$ cat config.mk
export PLATFORM = sky130hd
export DESIGN_NAME = snoop_bus_controller
export DESIGN_NICKNAME = d
export VERILOG_FILES = /design/src/rtl/snoop_bus_controller.sv
export SDC_FILE = /design/constraint.sdc
export NUM_CORES = 1
export LEC_CHECK = 0
export CAP_MARGIN = 15
export CORE_AREA = 8 8 166 207
export DETAILED_ROUTE_END_ITERATION = 8
export DIE_AREA = 0 0 174 215
export GPL_ROUTABILITY_DRIVEN = 0
export PLACE_DENSITY = 0.81
export SLEW_MARGIN = 30
export SYNTH_ARGS = -nofsm -noshare
export SYNTH_HDL_FRONTEND = slang
export SYNTH_SLANG_ARGS = --single-unit
$ cat constraint.sdc
create_clock -name clock -period 19.7 [get_ports clock]
set_input_delay 1.97 -clock clock [delete_from_list [all_inputs] [get_ports clock]]
set_output_delay 1.97 -clock clock [all_outputs]
set_load 0.01 [all_outputs]
$ cat src/rtl/snoop_bus_controller.sv
// Transaction sequencer and shared-bus/memory stage for a 3-node snooping cache cluster.
// One request is in flight at a time; an accepted request completes in six cycles.
module snoop_bus_controller (
    input  logic        clock,
    input  logic        reset,
    input  logic        req_valid,
    output logic        req_ready,
    input  logic [1:0]  req_proc,
    input  logic        req_op,
    input  logic [1:0]  req_block,
    input  logic [4:0]  req_tag,
    input  logic [7:0]  req_data,
    output logic [2:0]  start,
    output logic [2:0]  listen,
    output logic [1:0]  txn_proc,
    output logic        txn_op,
    output logic [1:0]  txn_block,
    output logic [4:0]  txn_tag,
    output logic [7:0]  txn_data,
    output logic [11:0] bus_in,
    input  logic [11:0] bus_out_p0,
    input  logic [11:0] bus_out_p1,
    input  logic [11:0] bus_out_p2,
    input  logic [2:0]  bus_m1_p0,
    input  logic [2:0]  bus_m1_p1,
    input  logic [2:0]  bus_m1_p2,
    output logic [2:0]  bus_m1_bcast,
    output logic        proc_rst,
    output logic        resp_valid,
    output logic [7:0]  resp_data,
    output logic [1:0]  resp_state,
    output logic        resp_wb,
    output logic        resp_err
);
    // Handshake: a request transfers on a clock edge where req_valid && req_ready;
    // req_ready is high only in IDLE, so req_valid while busy is simply ignored.
    typedef enum logic [2:0] {
        S_IDLE, S_ISSUE, S_SNOOP, S_COMMIT, S_COLLECT, S_FINISH
    } state_t;

    state_t      state;
    logic [7:0]  mem [32];
    logic [11:0] node_word [4];
    logic [2:0]  node_m1 [4];
    logic [11:0] req_word;
    logic [2:0]  req_m1;
    logic        snoop_hit, flush_hit;
    logic [7:0]  snoop_data, flush_data;
    logic [2:0]  req_onehot, txn_onehot;

    // Slot 3 is tied to zero so an out-of-range index never reads garbage.
    assign node_word[0] = bus_out_p0;
    assign node_word[1] = bus_out_p1;
    assign node_word[2] = bus_out_p2;
    assign node_word[3] = 12'h000;
    assign node_m1[0]   = bus_m1_p0;
    assign node_m1[1]   = bus_m1_p1;
    assign node_m1[2]   = bus_m1_p2;
    assign node_m1[3]   = 3'b000;

    assign req_word   = node_word[txn_proc];
    assign req_m1     = node_m1[txn_proc];
    assign req_onehot = 3'b001 << req_proc;
    assign txn_onehot = 3'b001 << txn_proc;

    assign bus_m1_bcast = (state == S_ISSUE || state == S_SNOOP ||
                           state == S_COMMIT || state == S_COLLECT) ? req_m1 : 3'b000;

    // Lowest-index snooper wins both the data-supply and the flush arbitration.
    always_comb begin
        snoop_hit  = 1'b0;
        snoop_data = 8'h00;
        flush_hit  = 1'b0;
        flush_data = 8'h00;
        for (int i = 0; i < 3; i++) begin
            if (2'(i) != txn_proc) begin
                if (!snoop_hit && node_word[i][10]) begin
                    snoop_hit  = 1'b1;
                    snoop_data = node_word[i][7:0];
                end
                if (!flush_hit && node_word[i][11]) begin
                    flush_hit  = 1'b1;
                    flush_data = node_word[i][7:0];
                end
            end
        end
    end

    always_ff @(posedge clock or posedge reset) begin
        if (reset) begin
            for (int a = 0; a < 32; a++) mem[a] <= 8'(a);
        end else if (state == S_COLLECT && flush_hit) begin
            mem[txn_tag] <= flush_data;
        end
    end

    always_ff @(posedge clock or posedge reset) begin
        if (reset) begin
            state      <= S_IDLE;
            req_ready  <= 1'b1;
            start      <= 3'b000;
            listen     <= 3'b000;
            txn_proc   <= 2'd0;
            txn_op     <= 1'b0;
            txn_block  <= 2'd0;
            txn_tag    <= 5'd0;
            txn_data   <= 8'h00;
            bus_in     <= 12'h000;
            proc_rst   <= 1'b0;
            resp_valid <= 1'b0;
            resp_data  <= 8'h00;
            resp_state <= 2'd0;
            resp_wb    <= 1'b0;
            resp_err   <= 1'b0;
        end else begin
            start      <= 3'b000;
            listen     <= 3'b000;
            proc_rst   <= 1'b0;
            resp_valid <= 1'b0;
            case (state)
                S_IDLE: begin
                    if (req_valid) begin
                        req_ready <= 1'b0;
                        if (req_proc == 2'd3) begin
                            resp_err   <= 1'b1;
                            resp_valid <= 1'b1;
                            proc_rst   <= 1'b1;
                            state      <= S_FINISH;
                        end else begin
                            txn_proc  <= req_proc;
                            txn_op    <= req_op;
                            txn_block <= req_block;
                            txn_tag   <= req_tag;
                            txn_data  <= req_data;
                            resp_err  <= 1'b0;
                            start     <= req_onehot;
                            listen    <= ~req_onehot;
                            state     <= S_ISSUE;
                        end
                    end
                end
                S_ISSUE: state <= S_SNOOP;
                S_SNOOP: begin
                    bus_in <= snoop_hit ? {4'b0100, snoop_data} : {4'b0000, mem[txn_tag]};
                    start  <= txn_onehot;
                    listen <= ~txn_onehot;
                    state  <= S_COMMIT;
                end
                S_COMMIT: state <= S_COLLECT;
                S_COLLECT: begin
                    resp_data  <= req_word[7:0];
                    resp_state <= req_word[9:8];
                    resp_wb    <= req_word[11];
                    resp_valid <= 1'b1;
                    proc_rst   <= 1'b1;
                    state      <= S_FINISH;
                end
                S_FINISH: begin
                    req_ready <= 1'b1;
                    state     <= S_IDLE;
                end
                default: state <= S_IDLE;
            endcase
        end
    end
endmodule

==> results of run 1 <==
==> cells by family (layout without fill, tap and decap cells) <==
logic type      count (synthesis)  after routing
mux                           411            411
flops                         306            306
simple gates                  181            181
compound gates                163            163
buf+inv                       111            203
fa+ha+maj                       6              6
xor+xnor                        2              2
other cells                     1              3
==> cells in the mapped netlist (4+ instances only) <==
cell	instances	area [sq um]
o22ai_1	54	337.8
or4b_2	4	40.04
nor2_1	46	172.7
buf_1	7	26.28
mux4_2	5	112.6
a2111oi_0	4	35.03
a21oi_1	32	160.2
nor2b_1	7	43.79
a221o_1	8	80.08
nand3_1	9	45.04
nand2_1	22	82.58
nor4_1	12	75.07
nor3_1	10	50.05
dfstp_2	81	2128
nand4b_1	5	43.79
inv_1	14	52.55
o211ai_1	4	30.03
ha_1	6	75.07
mux2_1	4	45.04
o21ai_0	10	50.05
nand4bb_1	6	67.56
o31a_1	4	35.03
mux2_2	214	2410
nand2b_1	4	25.02
and2_1	9	56.30
mux2_4	57	855.8
or4_1	8	60.06
a31oi_1	10	62.56
o32a_1	4	40.04
buf_2	32	160.2
nand4_1	4	25.02
clkbuf_1	43	161.4
dfrtp_1	225	5630
buf_4	15	112.6
nor2_2	23	143.9
mux2i_1	131	1311
==> layout make-up <==
class                      count  area share, %
tap                          412          2.905
clock inverter                11         0.8954
sequential                   306          43.75
clock buffer                  44          4.928
inverter                      14         0.3666
timing repair buffer         134          7.460
multi-input combinational    766          39.70
==> power groups by stage <==
stage          logic [uW]  registers [uW]  clock network (uW)
2_1_floorplan         655             964                   0
3_3_place_gp          941             983                   0
5_1_grt              1040            1010                 635
4_1_cts               972             987                 609
6_report              981             990                 604
3_5_place_dp          964             996                   0
==> per-layer routing <==
| layer | up-vias | GRT usage, % | share of wire (%) |
|---|---|---|---|
| met5 | - | 0 | 0 |
| li1 | 4483 | - | - |
| met4 | 0 | 12.28 | 5.8 |
| met1 | 5302 | 25.71 | 39 |
| met3 | 133 | 5.122 | 8.6 |
| met2 | 498 | 35.16 | 47 |
==> through the flow <==
step | hold slack [ps] | setup slack, ps | util (%) | area [sq um]
final | 501.8 | 14410 | 56.81 | 17750
after global routing | 507.9 | 14280 | 56.81 | 17750
after CTS | 500.0 | 14390 | 56.69 | 17710
after detailed placement | 484.7 | 14400 | 53.38 | 16670
after global placement | 473.8 | 14410 | 53.32 | 16660
after floorplan | 463.5 | 9405 | - | 15300
==> registers in the layout, indices dropped and copies added (netlist names), 2 cells and up <==
name        cells
mem           256
bus_in          9
resp_data       8
txn_data        8
txn_tag         5
listen          3
start           3
state           3
resp_state      2
txn_block       2
txn_proc        2
==> path summary, 6_finish.rpt <==
kind | endpoint | depth (start not counted)
setup / recovery | bus_m1_bcast[2] | 6
hold / removal | mem[42] | 1
setup reg to reg | bus_in[1] | 7
hold reg to reg | mem[42] | 1
max in group asynchronous | mem[212] | 4
min in group asynchronous | mem[229] | 2
==> impl_metrics.yaml, run 1 <==
run_status:
  status: "complete, no violations"
logic_synthesis:
  synth_seq_cells: 306
  yosys.area_share.simple_pct: 6.791
  synth.cell_area_sq_um: 15290
  avgSynthCellArea_sq_um: 12.95
  synth-async-reset-ratio_pct: 100.0
  seq_area_frac_synth_pct: 50.74
  synth_top_family_by_area: "multiplexers"
  synth_edf_count: 0
  synth_compound_area_share_pct: 7.527
  synth-main-ff-cell: "dfrtp_1"
  postSynthCellCount: 1181
  synth_mux_area_share_pct: 30.96
  synth_xor_area_share_pct: 0.1145
  yosysUniqueCellTypes: 67
  yosysWarningCount: 0
  synth_fa_ha_area_share_pct: 0.4909
routing:
  via_per_inst: 6.174
  avgRoutedWirePerCell_um: 24.31
  drt_iter0_drc: 987
  num_vias: 10416
  drc: 0
  first_pass_iters: 5
  drtAntennaViolNets: 0
  wl_mm: 41.02
cells_and_area:
  final_cell_count_no_fill: 1687
  multiInputGateArea_sq_um: 7044
  regArea_sq_um: 7764
  mostFrequentLayoutCell: "dfrtp_1"
  layout_common_cells: "223 x dfrtp_1, 214 x mux2_2, 131 x mux2i_1"
  area_growth_pct: 16.05
  nFillCells: 2431
  n_antenna_cell: 0
  final_nets: 1324
  layout-drive-gt1-share_pct: 36.39
setup_path:
  cp-start-kind: "input pin"
  end_kind: "output port"
  path_cells: "clkdlybuf4s50_1 > mux2i_1 > nor2_1 > a21oi_1 > nor2_1 > clkdlybuf4s50_1"
  cp-startpoint: "bus_m1_p2[2]"
  cp_top_family: "buffers and inverters"
  r2r_slack_ps: 16050
  critPathArrivalTime_ps: 3320
  path_buf_inv: 2
  cp_max_fo: 1
  path_class: "input pin to output port"
  crit_slowest_cell: "clkdlybuf4s50_1"
  critical-path-max-stage-delay_ps: 540
  reg2reg_from: "txn_tag[0]"
  worstPathRequired_ps: 17730
pwr:
  cellLeakagePower_uw: 0.007804
  p_per_area_nw_per_um2: 145.1
  vdd_ir_drop_max_mv: 0.08411
  pwr-share-seq_pct: 38.4
  p_total_uw: 2575
  internal_power_uw: 1675
  netSwitchingFraction_pct: 34.95
  p_sw_uw: 899.9
  clkPwrFrac_pct: 23.5
  p_comb_share_pct: 38.1
placement:
  dp_hpwl_mm: 27.01
  dp_cells: 1631
  io_buffers: 116
clocking:
  htreeDepth: 1
  insertion_delay_ps: 570
  cts_resized: 0
  clockRootBuffer: "clkbuf_16"
  cts_tree: "yes"
  clk_path_buf_depth: 3
  postCtsSetupBuffers: 0
  cts_buffers: 30
  clock_sinks: 306
  ctsHoldBuffers: 0
  clkTransAtPathRegs_ps: 60
hold_path:
  hold_path_class: "flop to flop"
  hold_start: "mem[42]"
timing:
  finalHoldViolations: 0
  setup_viol: 0
  drv_slew: 0
  worst_pin_slew_ps: 991.9
  grt_setup_unrepaired: "false"
  relSlewSlack_pct: 33.87
  final.setup_skew_ps: 18.30
  post-route-min-period_ps: 5286
  clock.fmax_ghz: 0.1892
  finalCritPeriodShare_pct: 26.83
  tns_ps: 0
floorplanning:
  io_pins: 120
  rows: 73
  die_area_sq_um: 37410
  start_util_pct: 48.95
  die_y_um: 215
  die_w_um: 174
  core_area_sq_um: 31240
grt:
  grt_usage_pct: 21.52
  grt_first_pass_wirelength_mm: 64.42
  grt-ovfl-total: 0
  grt_max_degree: 141
  antenna_found_initial: 0
  grt_pass1_vias: 10930
run:
  cap_viol_max_count: 0
Note: power is estimated with default switching activity, not from simulation.
==> run 2: changes to the inputs <==
PLACE_DENSITY = 0.84   (was 0.81)
clock period = 4.5 ns   (was 19.7 ns; I/O delays follow)
==> run 2 against run 1 <==
- critical path depth unchanged
- final area about the same
- die area unchanged
- setup slack worse by 13000 ps
- non-clock buffer count unchanged
- largest power group unchanged
==> impl_metrics.yaml, run 2 (same netlist as run 1, synthesis figures left out) <==
hold_path:
  hold_path_class: "input pin to asynchronous set/reset pin"
placement:
  post-place-ws_ps: 1274
  io_buffers: 116
  dp_hpwl_mm: 28.23
clocking:
  clockRootBuffer: "clkbuf_16"
  ctsHoldBuffers: 0
  insertion_delay_ps: 560
  postCtsSetupBuffers: 0
  htreeDepth: 1
  cts_tree: "yes"
  cts_buffers: 28
  clock_sinks: 306
  clk_path_buf_depth: 3
  clkTransAtPathRegs_ps: 70
  cts_resized: 0
floorplanning:
  die_y_um: 215
  core_area_sq_um: 31240
  rows: 73
  io_pins: 120
  die_w_um: 174
  start_util_pct: 48.95
  die_area_sq_um: 37410
setup_path:
  rr_worst_depth: 6
  critPathArrivalTime_ps: 3630
  cp-start-kind: "flop"
  cp_max_fo: 53
  end_kind: "flop"
  worstPathRequired_ps: 4940
  path_class: "flop to flop"
routing:
  drtAntennaViolNets: 0
  via_per_inst: 6.221
  wl_mm: 41.93
  drc: 0
  first_pass_iters: 5
  avgRoutedWirePerCell_um: 24.90
  num_vias: 10477
  drt_iter0_drc: 1075
cells_and_area:
  largest_reg_flops: 256
  mostFrequentLayoutCell: "dfrtp_1"
  reg_top3: "mem: 256 flops, bus_in: 9 flops"
  layout-drive-gt1-share_pct: 36.48
  area_growth_pct: 16.09
  n_antenna_cell: 0
  layout_common_cells: "224 x dfrtp_1, 214 x mux2_2, 131 x mux2i_1"
  regMostFlops: "mem"
  final_nets: 1322
  postLayoutCoreUtil_pct: 56.83
timing:
  setup_viol: 0
  clock.fmax_ghz: 0.3134
  finalCritPeriodShare_pct: 70.91
  relSlewSlack_pct: 36.68
  fin_ws_ps: 1309
  holdWs_ps: 283.8
  post-route-min-period_ps: 3191
  tns_ps: 0
  finalHoldViolations: 0
  worst_pin_slew_ps: 949.9
  final.setup_skew_ps: 26.53
  drv_slew: 0
  grt_setup_unrepaired: "false"
pwr:
  pwr-share-seq_pct: 40.2
  clkPwrFrac_pct: 22.7
  p_per_area_nw_per_um2: 629.8
  p_comb_share_pct: 37.1
  vdd_ir_drop_max_mv: 0.3862
  internal_power_uw: 7261
  cellLeakagePower_uw: 0.007801
  netSwitchingFraction_pct: 35.06
  p_sw_uw: 3920
grt:
  grt_pass1_vias: 11061
  grt-ovfl-total: 0
  antenna_found_initial: 0
  grt_max_degree: 128
  grt_first_pass_wirelength_mm: 65.98
  grt_usage_pct: 22.25
run_status:
  status: "complete, no violations"
run:
  cap_viol_max_count: 0
## run 2: layout make-up
| class | instances | area, sq um |
|---|---|---|
| Clock buffer | 39 | 813.3 |
| Clock inverter | 13 | 180.2 |
| Fill cell | 2443 | 13480 |
| Inverter | 14 | 56.30 |
| Multi-Input combinational cell | 766 | 7047 |
| Sequential cell | 306 | 7762 |
| Tap cell | 412 | 515.5 |
| Timing Repair Buffer | 134 | 1379 |
## run 2: layer usage
layer,vias up,track usage [%],share of wire (%)
li1,4488,-,-
met1,5276,25.97,37
met2,535,36.31,47
met3,178,5.771,8.3
met4,0,13.59,6.9
met5,-,0,0
## run 2: path summary, 6_finish.rpt
path | start | endpoint | slack [ps]
setup / recovery | txn_tag[0] | bus_in[0] | 1310
hold / removal | reset | resp_data[0] | 280
setup reg to reg | txn_tag[0] | bus_in[0] | 1310
hold reg to reg | bus_in[10] | bus_in[10] | 480
max in group asynchronous | reset | mem[224] | 3130
min in group clock | req_tag[0] | txn_tag[0] | 480
## run 2: through the flow
step	cell area (sq um)	power [uW]	cells
2_1_floorplan	15300	7088	1183
3_3_place_gp	16720	8404	1631
3_5_place_dp	16720	8578	1631
4_1_cts	17710	11140	1683
5_1_grt	17750	11690	1684
6_report	17750	11180	1684
## run 2: power groups by stage
stage	Clock, uW	Sequential (uW)	Combinational (uW)
floorplan	0	4220	2870
global placement	0	4440	3960
detailed placement	0	4510	4070
CTS	2560	4480	4100
global route	2680	4610	4400
finish	2530	4500	4150
## run 2: critical path, cell delays in order, from the launching register on
cell and delay, ps:
dfrtp_4 1030, buf_12 380, mux2i_1 340, o22ai_1 220, nor4_1 530, nand2_1 180, a221o_1 350
